File: src/rtl/ysyx_22050019_axi_rd_arbiter_pkg.sv
// ----------------------------------------------------------------------------
// ysyx_22050019_axi_defs
//   Shared definitions for the two-master AXI4-Lite read arbiter:
//   FSM state encoding, master ids, RRESP codes and the round-robin pick
//   function used by the 2-way picker.
// ----------------------------------------------------------------------------
package ysyx_22050019_axi_defs;

    typedef enum logic [1:0] {
        ST_IDLE = 2'd0,
        ST_AR   = 2'd1,
        ST_R    = 2'd2
    } arb_state_e;

    localparam logic M_IFU = 1'b0;
    localparam logic M_LSU = 1'b1;

    localparam logic [1:0] RESP_OKAY   = 2'b00;
    localparam logic [1:0] RESP_SLVERR = 2'b10;

    // A lone requester always wins; on contention the master that was not
    // served last wins. With no request the result is unused by the caller.
    function automatic logic rr_pick(input logic [1:0] req, input logic last);
        logic id;
        case (req)
            2'b01:   id = M_IFU;
            2'b10:   id = M_LSU;
            default: id = ~last;
        endcase
        return id;
    endfunction

endpackage

File: src/rtl/ysyx_22050019_axi_rd_arbiter_rr_arb2.sv
// ----------------------------------------------------------------------------
// ysyx_22050019_rr_arb2
//   Two-way round-robin picker. Holds the last_grant flop, which only moves
//   when the owner (the arbiter top) reports a completed AR handshake.
// Ports:
//   i_clk, i_rst_n : clock, async active-low reset (last_grant -> M_IFU)
//   i_req[1:0]     : request vector, bit0 = IFU, bit1 = LSU
//   i_last         : id to record as last served
//   i_update       : record i_last this cycle
//   o_gnt_id       : id that would win arbitration now
// ----------------------------------------------------------------------------
module ysyx_22050019_rr_arb2
    import ysyx_22050019_axi_defs::*;
(
    input  logic       i_clk,
    input  logic       i_rst_n,
    input  logic [1:0] i_req,
    input  logic       i_last,
    input  logic       i_update,
    output logic       o_gnt_id
);

    logic r_last;

    always_ff @(posedge i_clk or negedge i_rst_n) begin
        if (!i_rst_n) begin
            r_last <= M_IFU;
        end else if (i_update) begin
            r_last <= i_last;
        end
    end

    assign o_gnt_id = rr_pick(i_req, r_last);

endmodule

File: src/rtl/ysyx_22050019_axi_rd_arbiter.sv
// ----------------------------------------------------------------------------
// ysyx_22050019_axi_rd_arbiter
//   Shares one AXI4-Lite read channel (AR + R) between the IFU (m0) and the
//   LSU (m1). One outstanding transaction; the grant is locked from the
//   IDLE->AR transition until the R handshake completes.
//
//   state | meaning
//   ------+----------------------------------------------------------
//   IDLE  | no grant, all outputs 0
//   AR    | granted master's AR forwarded to slave, arready returned
//   R     | slave R forwarded to granted master, rready returned
//
// Ports:
//   i_clk, i_rst_n          : clock, async active-low reset
//   i_m0_* / o_m0_*         : IFU read channel (arvalid/araddr/arready,
//                             rvalid/rready/rdata/rresp)
//   i_m1_* / o_m1_*         : LSU read channel, same set
//   o_s_* / i_s_*           : slave read channel
// ----------------------------------------------------------------------------
module ysyx_22050019_axi_rd_arbiter
    import ysyx_22050019_axi_defs::*;
#(
    parameter int ADDR_W = 64,
    parameter int DATA_W = 64
) (
    input  logic              i_clk,
    input  logic              i_rst_n,

    input  logic              i_m0_arvalid,
    input  logic [ADDR_W-1:0] i_m0_araddr,
    output logic              o_m0_arready,
    output logic              o_m0_rvalid,
    input  logic              i_m0_rready,
    output logic [DATA_W-1:0] o_m0_rdata,
    output logic [1:0]        o_m0_rresp,

    input  logic              i_m1_arvalid,
    input  logic [ADDR_W-1:0] i_m1_araddr,
    output logic              o_m1_arready,
    output logic              o_m1_rvalid,
    input  logic              i_m1_rready,
    output logic [DATA_W-1:0] o_m1_rdata,
    output logic [1:0]        o_m1_rresp,

    output logic              o_s_arvalid,
    output logic [ADDR_W-1:0] o_s_araddr,
    input  logic              i_s_arready,
    input  logic              i_s_rvalid,
    output logic              o_s_rready,
    input  logic [DATA_W-1:0] i_s_rdata,
    input  logic [1:0]        i_s_rresp
);

    arb_state_e        r_state;
    arb_state_e        w_state_nxt;
    logic              r_gnt_id;
    logic              w_pick_id;
    logic [1:0]        w_req;
    logic              w_g_arvalid;
    logic [ADDR_W-1:0] w_g_araddr;
    logic              w_g_rready;
    logic              w_ar_hs;

    assign w_req       = {i_m1_arvalid, i_m0_arvalid};
    assign w_g_arvalid = (r_gnt_id == M_LSU) ? i_m1_arvalid : i_m0_arvalid;
    assign w_g_araddr  = (r_gnt_id == M_LSU) ? i_m1_araddr  : i_m0_araddr;
    assign w_g_rready  = (r_gnt_id == M_LSU) ? i_m1_rready  : i_m0_rready;
    assign w_ar_hs     = (r_state == ST_AR) && w_g_arvalid && i_s_arready;

    // last_grant moves on the AR handshake, so a master that withdrew its
    // request before the address went out does not lose its turn.
    ysyx_22050019_rr_arb2 u_rr_arb2 (
        .i_clk    (i_clk),
        .i_rst_n  (i_rst_n),
        .i_req    (w_req),
        .i_last   (r_gnt_id),
        .i_update (w_ar_hs),
        .o_gnt_id (w_pick_id)
    );

    always_ff @(posedge i_clk or negedge i_rst_n) begin
        if (!i_rst_n) begin
            r_state  <= ST_IDLE;
            r_gnt_id <= M_IFU;
        end else begin
            r_state <= w_state_nxt;
            if ((r_state == ST_IDLE) && (|w_req)) begin
                r_gnt_id <= w_pick_id;
            end
        end
    end

    always_comb begin
        w_state_nxt  = r_state;
        o_s_arvalid  = 1'b0;
        o_s_araddr   = '0;
        o_s_rready   = 1'b0;
        o_m0_arready = 1'b0;
        o_m0_rvalid  = 1'b0;
        o_m0_rdata   = '0;
        o_m0_rresp   = RESP_OKAY;
        o_m1_arready = 1'b0;
        o_m1_rvalid  = 1'b0;
        o_m1_rdata   = '0;
        o_m1_rresp   = RESP_OKAY;

        case (r_state)
            ST_IDLE: begin
                if (|w_req) begin
                    w_state_nxt = ST_AR;
                end
            end
            ST_AR: begin
                o_s_arvalid = w_g_arvalid;
                o_s_araddr  = w_g_araddr;
                if (r_gnt_id == M_LSU) begin
                    o_m1_arready = i_s_arready;
                end else begin
                    o_m0_arready = i_s_arready;
                end
                if (w_ar_hs) begin
                    w_state_nxt = ST_R;
                end else if (!w_g_arvalid) begin
                    // Request withdrawn before the handshake: nothing was issued.
                    w_state_nxt = ST_IDLE;
                end
            end
            ST_R: begin
                o_s_rready = w_g_rready;
                if (r_gnt_id == M_LSU) begin
                    o_m1_rvalid = i_s_rvalid;
                    o_m1_rdata  = i_s_rdata;
                    o_m1_rresp  = i_s_rresp;
                end else begin
                    o_m0_rvalid = i_s_rvalid;
                    o_m0_rdata  = i_s_rdata;
                    o_m0_rresp  = i_s_rresp;
                end
                if (i_s_rvalid && w_g_rready) begin
                    w_state_nxt = ST_IDLE;
                end
            end
            default: begin
                w_state_nxt = ST_IDLE;
            end
        endcase
    end

endmodule
File: config.mk
export PLATFORM = sky130hd
export DESIGN_NAME = ysyx_22050019_axi_rd_arbiter
export DESIGN_NICKNAME = d
export VERILOG_FILES = /design/src/rtl/ysyx_22050019_axi_rd_arbiter_pkg.sv /design/src/rtl/ysyx_22050019_axi_rd_arbiter_rr_arb2.sv /design/src/rtl/ysyx_22050019_axi_rd_arbiter.sv
export SDC_FILE = /design/constraint.sdc
export NUM_CORES = 1
export LEC_CHECK = 0
export ABC_AREA = 1
export BUFFER_PORTS_ARGS = -buffer_cell sky130_fd_sc_hd__buf_2
export CAP_MARGIN = 20
export CORE_AREA = 2 2 158 160
export CTS_BUF_LIST = sky130_fd_sc_hd__clkbuf_2 sky130_fd_sc_hd__clkbuf_4 sky130_fd_sc_hd__clkbuf_8
export DETAILED_ROUTE_END_ITERATION = 12
export DIE_AREA = 0 0 160 162
export HOLD_SLACK_MARGIN = 0.05
export SYNTH_ARGS = -nofsm -noshare
export SYNTH_HDL_FRONTEND = slang
export SYNTH_SLANG_ARGS = --single-unit
File: constraint.sdc
create_clock -name i_clk -period 2.4 [get_ports i_clk]
set_clock_uncertainty 0.05 [all_clocks]
set_input_delay 0.6 -clock i_clk [delete_from_list [all_inputs] [get_ports i_clk]]
set_output_delay 0.6 -clock i_clk [all_outputs]
set_load 0.03 [all_outputs]
==> summary.md, run 1 <==
| Metric | Value |
|---|---|
| CP Depth | 6 |
| Number of cells in the design after placement | 1,175 |
| Part of the power in registers | 3.2% |
| F_max | 444 MHz |
| Area grow syn2layout | 110% |
| Cell Area, Synth | 2210 um^2 |
| Seq/Total Area, Yosys | 4.54% |
| Outcome | completed |
| Pwr/cell area | 984 nW/um^2 |
| DP HPWL | 11,800 um |
| Post-route setup slack | 0.147 ns |
| CP Launch Type | flop |
| Initial Util | 9.16% |
| Vias in the first global route | 3,849 |
| P_sw | 3.14 mW |
| TritonCTS clock tree | yes |
| Tmin final | 2.25 ns |
| Mapped Avg Cell Area | 4.69 um^2 |
| Buf+Inv Stages, Crit Path | 4 |
| Area of the die | 25,900 um^2 |
| 1st-iter DRT viols | 83 |
| CORE AREA | 24,100 um^2 |
| Total clock buffers created by CTS | 3 |
| Internal | 1.41 mW |
| R2R Setup Slk | 1.02 ns |
| Distinct cells, synth | 19 |
| Final setup violating endpoints | 0 |
| Crit path kind | flop to output port |
| Remaining DRCs | 0 |
| PortBufs | 403 |
| Die Height | 162 um |
| Combinational Power Share | 93.2% |
| Clock Sinks | 4 |
| GR Overflow Total | 0 |
| Period utilisation layout | 93.9% |
| Setup_tns | 0 ns |
| YS warnings | 0 |
| Die width | 160 um |
| Critical Path Fanout Max | 20 |
| TritonRoute pass-1 iters | 6 |
| Post-route cell area | 4630 um^2 |
| Largest delay share family, worst path | buffers and inverters |
| Slowest stage delay, CP | 0.41 ns |
| Crit. End Element | output port |
| Share of layout cells above drive strength 1 | 54.9% |
| Dpl ws | 0.280 ns |
| First-pass GRT wire length | 19,500 um |
| Dpl cell area | 4570 um^2 |
| Vias per cell | 3.59 |
| Initial antenna violation count | 4 |
| I/O Pins | 404 |
| Cells after synthesis | 471 |
| Hold Path Class | input pin to async pin |
| Remaining antenna violation count after routing | 0 |
| Total of max-cap violations | 0 |
| H-tree depth | 1 |
| Pin count of the biggest net entering global routing | 68 |
| Gr usage total | 9.56% |
| Clock-pin slew on the worst setup and hold paths | 0.04 ns |
| Clk_lat worst skew | 0.22 ns |
| R2R depth | 7 |
| LEAKAGE | 3.17 nW |
| FP Rows | 57 |
| Flops & latches, synth | 4 |
| Worst-margin pin slew | 0.511 ns |
| Fin nets | 1,060 |
| Ant diodes | 0 |
| Routability cong. | 0.813 |
| Via count of the routed design | 4,237 |
| RSZ-0062 raised after global routing | no |
| Final wirelength | 13,500 um |
| Max Root-Sink Buffers | 2 |
| Final Non-Filler Cells | 1,179 |
| Max VDD drop | 0.000612 V |
| Slowest cell on crit path | dfrtp_1 |
| Slew headroom | 65.9% |
| Max Slew Vio Count | 0 |
| Net Sw Frac | 68.9% |
| Final hold vios | 0 |
| Wire length per cell | 11.4 um |
| Worst endpoint required time | 1.75 ns |
| Critical path cell sequence | inv_2 > nor2_2 > inv_4 > buf_4 > a21oi_2 > buf_2 |
| Syn_nets | 675 |
| Arrival @ worst endpoint | 1.60 ns |
| Clock Power Share | 3.6% |
| Pwr Total | 4.55 mW |
| Root Buffer | clkbuf_8 |
-- logic make-up (layout without fill, tap and decap cells) --
group	after synthesis	count (layout)	synth area share [%]
buf+inv	112	496	22.7
simple gates	285	285	49.3
fa+ha+maj	2	2	1.13
flops	4	4	4.54
compound gates	68	68	22.3
-- flip-flops by register name, indices dropped and copies added (netlist names) --
| name | flops |
|---|---|
| r_gnt_id | 1 |
| r_state | 2 |
| u_rr_arb2.r_last | 1 |
-- path summary, 6_finish.rpt --
kind | end | start
setup / recovery | o_s_araddr[62] | r_state[0]$_DFFE_PN0P_
hold / removal | u_rr_arb2.r_last$_DFFE_PN0P_ | i_rst_n
setup reg to reg | u_rr_arb2.r_last$_DFFE_PN0P_ | r_gnt_id$_DFFE_PN0P_
hold reg to reg | u_rr_arb2.r_last$_DFFE_PN0P_ | u_rr_arb2.r_last$_DFFE_PN0P_
max in group asynchronous | r_gnt_id$_DFFE_PN0P_ | i_rst_n
min in group i_clk | u_rr_arb2.r_last$_DFFE_PN0P_ | u_rr_arb2.r_last$_DFFE_PN0P_
-- power groups by stage --
stage          sequential [mW]  clock (mW)  combinational [mW]
6_report                 0.144       0.166                4.24
2_1_floorplan            0.122           0                3.08
3_3_place_gp             0.144           0                4.26
4_1_cts                  0.144       0.172                4.29
5_1_grt                  0.150       0.178                4.59
3_5_place_dp             0.145           0                4.28
-- metal layers --
metal	track usage [%]	share of wire (%)	vias up
met5	0	0.20	-
met3	3.04	9.8	14
li1	-	-	2147
met4	2.05	1.3	4
met1	9.17	35	1817
met2	19.7	54	255
-- layout by cell type, fill, tap and decap left out, drive strengths merged --
master	instances
dfrtp	4
nand4	1
a21oi	65
nor2	135
ha	2
inv	76
o21ai	2
nand2	144
nor3	4
clkbuf	4
o21bai	1
nand3	1
buf	416
-- through the flow --
| stage | hold WS, ns | util, % |
|---|---|---|
| final | 0.138 | 19.2 |
| after global routing | 0.144 | 19.2 |
| after CTS | 0.142 | 19.2 |
| after detailed placement | 0.377 | 19.0 |
| after global placement | 0.369 | 19.0 |
| after floorplan | 0.254 | - |
-- timing repair --
item | 4_1_cts | 5_1_grt
resized for setup | 0 | 3
setup endpoints to repair | 0 | 97
hold buffers | 0 | 0
buffers inserted | 0 | 0
-- Yosys cell counts, drive strengths merged --
master,number,area [um^2]
nand2,144,541
nor2,135,517
inv,76,285
a21oi,65,475
buf,22,163
clkbuf,14,52.6
dfrtp,4,100
nor3,4,20.0
ha,2,25.0
o21ai,2,10.0
nand3,1,5.00
nand4,1,6.26
o21bai,1,7.51
-- layout make-up --
cell class	instances	area, um^2
inverter	76	288
fill	2803	19500
tap	324	405
multi-input combinational	355	1610
timing repair buffer	416	2170
clock buffer	4	48.8
sequential	4	101
Power figures use the tool's default switching activity.
==> run 2, diff against run 1 <==
PLACE_DENSITY = 0.44   (was default)
SKIP_LAST_GASP = 1   (was default)
==> summary.md, run 2 (synthesized netlist as in run 1, its figures left out) <==
| Metric | Value |
|---|---|
| Pin count of the biggest net entering global routing | 70 |
| Slowest stage delay, CP | 0.38 ns |
| H-tree depth | 1 |
| PortBufs | 403 |
| Gr usage total | 9.89% |
| TritonRoute pass-1 iters | 4 |
| Total clock buffers created by CTS | 3 |
| Worst-margin pin slew | 0.439 ns |
| I/O Pins | 404 |
| Number of flip-flops in the largest register | 2 |
| Fin nets | 1,056 |
| Die width | 160 um |
| CP Launch Type | flop |
| Reg area | 101 um^2 |
| Crit path kind | flop to output port |
| Remaining antenna violation count after routing | 0 |
| Clock Sinks | 4 |
| Remaining DRCs | 0 |
| Crit. End Element | output port |
| Critical Path Fanout Max | 69 |
| Top reg by flops | r_state |
| Worst endpoint required time | 1.75 ns |
| Area grow syn2layout | 108% |
| Final hold vios | 0 |
| Postcts setup bufs | 0 |
| Vias per cell | 3.55 |
| GR Overflow Total | 0 |
| Final wirelength | 14,100 um |
| Total of max-cap violations | 0 |
| DP HPWL | 11,900 um |
| Via count of the routed design | 4,167 |
| Initial Util | 9.16% |
| Slew headroom | 70.7% |
| LEAKAGE | 3.16 nW |
| Vias in the first global route | 3,971 |
| Buf+Inv Stages, Crit Path | 3 |
| Setup_tns | 0 ns |
| Die Height | 162 um |
| Tmin final | 2.25 ns |
| Max Root-Sink Buffers | 2 |
| Routability cong. | 0.817 |
| Most frequent cells in the layout | 403 x buf_2, 142 x nand2_1, 133 x nor2_1 |
| Clk_lat worst skew | 0.22 ns |
| Area of the die | 25,900 um^2 |
| Multi-input logic area | 1610 um^2 |
| Period utilisation layout | 93.6% |
| Root Buffer | clkbuf_8 |
| F_max | 445 MHz |
| TritonCTS clock tree | yes |
| 1st-iter DRT viols | 125 |
| Share of layout cells above drive strength 1 | 54.6% |
| Pwr/cell area | 982 nW/um^2 |
| Hold Path Class | input pin to async pin |
| Arrival @ worst endpoint | 1.60 ns |
| FP Rows | 57 |
| Slowest cell on crit path | dfrtp_2 |
| RSZ-0062 raised after global routing | no |
| Final setup violating endpoints | 0 |
| Wire length per cell | 12.0 um |
| Largest delay share family, worst path | buffers and inverters |
| Max VDD drop | 0.000382 V |
| Max Slew Vio Count | 0 |
| Ant diodes | 0 |
| CORE AREA | 24,100 um^2 |
| Outcome | completed |
| First-pass GRT wire length | 20,300 um |
| Leading cell type in the layout, fill and taps excluded | buf_2 |
| Crit path top cell by count | buf_12 |
| Minimum hold slack | 0.140 ns |
| Regs by FF count | r_state x2, r_gnt_id x1, u_rr_arb2.r_last x1 |
| Clock-pin slew on the worst setup and hold paths | 0.04 ns |
| Initial antenna violation count | 1 |
| Fill count | 2,850 |
| Critical path cell sequence | buf_12 > nand2_2 > buf_12 > nor2_1 > buf_2 |
[run 2: cell type report]
type	instances	area share, %
clock buffer	4	1.06
timing repair buffer	412	46.6
multi-input combinational	355	35.1
sequential	4	2.21
inverter	76	6.24
tap	324	8.83
[run 2: where the power goes]
part | total, mW | internal, mW | switching [mW]
logic | 4.21 | 1.13 | 3.08
registers | 0.135 | 0.102 | 0.0338
clock network | 0.166 | 0.125 | 0.0405
total | 4.51 | 1.36 | 3.15
[run 2: stage by stage]
stage	cell area [um^2]	total power [mW]	cells	setup slack [ns]	utilization, %
final	4590	4.51	1175	0.154	19.0
after global routing	4590	4.87	1175	0.0134	19.0
after CTS	4590	4.60	1175	0.0539	19.0
after detailed placement	4540	4.42	1171	0.303	18.8
after global placement	4540	4.45	1171	0.285	18.8
after floorplan	2210	3.21	471	0.219	-
[run 2: worst paths after layout]
path	depth (start not counted)	to	startpoint	slack, ns
worst max-delay path	5	o_m1_rresp[1]	r_gnt_id$_DFFE_PN0P_	0.15
worst min-delay path	1	r_gnt_id$_DFFE_PN0P_	i_rst_n	0.14
min in group i_clk	2	u_rr_arb2.r_last$_DFFE_PN0P_	u_rr_arb2.r_last$_DFFE_PN0P_	0.43
worst max register to register	7	r_state[1]$_DFFE_PN0P_	r_gnt_id$_DFFE_PN0P_	1.05
worst min register to register	2	u_rr_arb2.r_last$_DFFE_PN0P_	u_rr_arb2.r_last$_DFFE_PN0P_	0.43
max in group asynchronous	1	r_gnt_id$_DFFE_PN0P_	i_rst_n	2.01
[run 2: timing repair]
| action | 4_1_cts | 5_1_grt |
|---|---|---|
| setup endpoints to repair | 0 | 38 |
| hold buffers | 0 | 0 |
| gates resized for setup | 0 | 1 |
[run 2: metal layers]
layer	track usage, %	wire [um]	vias to the layer above	share of wire (%)
met5	0	13	-	0.092
met4	2.42	157	2	1.1
met3	2.91	1340	10	9.5
met2	20.3	7520	249	53
met1	9.54	5030	1769	36
li1	-	-	2137	-
[run 2: worst reg2reg max path, cell delays in order, from the launching register on]
cell	delay, ns
dfrtp_2	0.42
inv_2	0.12
buf_12	0.24
nand2_1	0.12
nand2_1	0.07
nand2_1	0.05
nand2_1	0.09
nand2_1	0.06
==> run 3, diff against run 2 <==
CORE_AREA = 4 4 156 158   (was 2 2 158 160)
PLACE_DENSITY = 0.45   (was 0.44)
==> summary.md, run 3 (synthesized netlist as in run 1, its figures left out) <==
| Metric | Value |
|---|---|
| Root Buffer | clkbuf_8 |
| Crit path kind | flop to output port |
| Crit. End Element | output port |
| Clock Sinks | 4 |
| Wire length per cell | 12.8 um |
| Hold Path Class | input pin to async pin |
| CORE AREA | 23,100 um^2 |
| Slowest cell on crit path | dfrtp_1 |
| Final setup violating endpoints | 0 |
| Total clock buffers created by CTS | 3 |
| Max VDD drop | 0.000389 V |
| PortBufs | 403 |
| Leading cell type in the layout, fill and taps excluded | buf_2 |
| Pin count of the biggest net entering global routing | 68 |
| Remaining antenna violation count after routing | 0 |
| CP Depth | 6 |
| First-pass GRT wire length | 21,100 um |
| Tmin final | 2.29 ns |
| Period utilisation layout | 95.4% |
| Final wirelength | 14,600 um |
| Die Height | 162 um |
| Pwr/cell area | 998 nW/um^2 |
| RR Startpoint | r_gnt_id$_DFFE_PN0P_ |
| Routability cong. | 0.763 |
| TritonCTS clock tree | yes |
| Fin nets | 1,056 |
| Gr usage total | 10.1% |
| 1st-iter DRT viols | 148 |
| Top reg by flops | r_state |
| Clk_lat worst skew | 0.22 ns |
| Vias per cell | 3.68 |
| Via count of the routed design | 4,197 |
| Max Root-Sink Buffers | 2 |
| Post-CTS Hold Buffers | 0 |
| H-tree depth | 1 |
| FP Rows | 56 |
| Buf+Inv Stages, Crit Path | 4 |
| Initial antenna violation count | 3 |
| Die width | 160 um |
| Remaining DRCs | 0 |
| Critical Path Fanout Max | 38 |
| Crit Reg-Reg Endpoint | u_rr_arb2.r_last$_DFFE_PN0P_ |
| Initial Util | 9.55% |
| GR Overflow Total | 0 |
| TritonRoute pass-1 iters | 4 |
| Most frequent cells in the layout | 403 x buf_2, 142 x nand2_1, 133 x nor2_1 |
| Final Non-Filler Cells | 1,142 |
| Arrival @ worst endpoint | 1.64 ns |
| Share of layout cells above drive strength 1 | 54.6% |
| Setup_tns | 0 ns |
| Area of the die | 25,900 um^2 |
| Vias in the first global route | 4,117 |
| Total of max-cap violations | 0 |
| R2R Setup Slk | 1.04 ns |
| CP Launch Type | flop |
| LEAKAGE | 3.16 nW |
| Max Slew Vio Count | 0 |
| Area grow syn2layout | 107% |
| R2R depth | 7 |
| RSZ-0062 raised after global routing | no |
| DP HPWL | 12,300 um |
| Worst endpoint required time | 1.75 ns |
| Regs by FF count | r_state x2, r_gnt_id x1, u_rr_arb2.r_last x1 |
| Number of cells in the design after placement | 1,137 |
| Final hold vios | 0 |
| Clock-pin slew on the worst setup and hold paths | 0.03 ns |
| Largest delay share family, worst path | buffers and inverters |
| Minimum hold slack | 0.133 ns |
| Fill count | 2,769 |
| Outcome | completed |
| F_max | 437 MHz |
| Slew headroom | 78.2% |
| Number of flip-flops in the largest register | 2 |
| I/O Pins | 404 |
| Critical path cell sequence | inv_2 > nor2_2 > inv_4 > buf_12 > a21oi_1 > buf_2 |
| Multi-input logic area | 1610 um^2 |
| Slowest stage delay, CP | 0.41 ns |
| Worst-margin pin slew | 0.328 ns |
| Reg area | 101 um^2 |
[run 3: changes by cell type in the layout (fill, tap and decap cells not counted), sizes merged]
cell / before / now
inv: 75 / 76
clkinv: 1 / 0
diode: 0 / 1
[run 3: where the power goes]
part	total (mW)	internal, mW	switching, mW
clock	0.159	0.125	0.0346
combinational	4.25	1.16	3.10
sequential	0.138	0.102	0.0366
[run 3: layout make-up]
type | count | area share (%)
multi-input cells | 355 | 35.3
diodes | 1 | 0.0549
repair buffers | 412 | 47.1
flip-flops and latches | 4 | 2.22
well taps | 290 | 7.95
clock buffers | 4 | 1.07
inverters | 76 | 6.31
[run 3: what timing repair did]
item	CTS	global route
setup buffers	0	0
gates resized for setup	0	1
endpoints found under the hold margin	0	0
setup endpoints to repair	0	3
[run 3: worst register-to-register path, delay by kind of cell (launching register included)]
| kind | cells | cell delay, ns |
|---|---|---|
| simple gates | 5 | 0.41 |
| flops | 1 | 0.43 |
| buf+inv | 2 | 0.36 |
[run 3: stage by stage]
| step | utilization, % | power [mW] | area, um^2 | setup slack, ns |
|---|---|---|---|---|
| finish | 19.7 | 4.55 | 4560 | 0.110 |
| global route | 19.7 | 4.90 | 4560 | 0.0184 |
| CTS | 19.7 | 4.62 | 4560 | 0.0720 |
| detailed placement | 19.5 | 4.45 | 4510 | 0.312 |
| global placement | 19.5 | 4.47 | 4510 | 0.307 |
| floorplan | - | 3.21 | 2210 | 0.219 |
[run 3: how the worst max path moves through the flow]
stage,start,end
3_5_place_dp,r_gnt_id$_DFFE_PN0P_,o_m1_rdata[63]
5_1_grt,r_state[0]$_DFFE_PN0P_,o_m1_arready
6_report,r_state[0]$_DFFE_PN0P_,o_s_araddr[63]
2_1_floorplan,r_gnt_id$_DFFE_PN0P_,o_m1_arready
3_3_place_gp,r_gnt_id$_DFFE_PN0P_,o_m1_rdata[63]
4_1_cts,r_gnt_id$_DFFE_PN0P_,o_m1_rdata[63]
[run 3: layer usage]
layer | wire length (um) | vias to the layer above | GRT usage, %
li1 | - | 2141 | -
met1 | 5090 | 1787 | 10.0
met2 | 7780 | 257 | 20.3
met3 | 1580 | 8 | 3.37
met4 | 112 | 4 | 2.31
met5 | 34 | - | 0
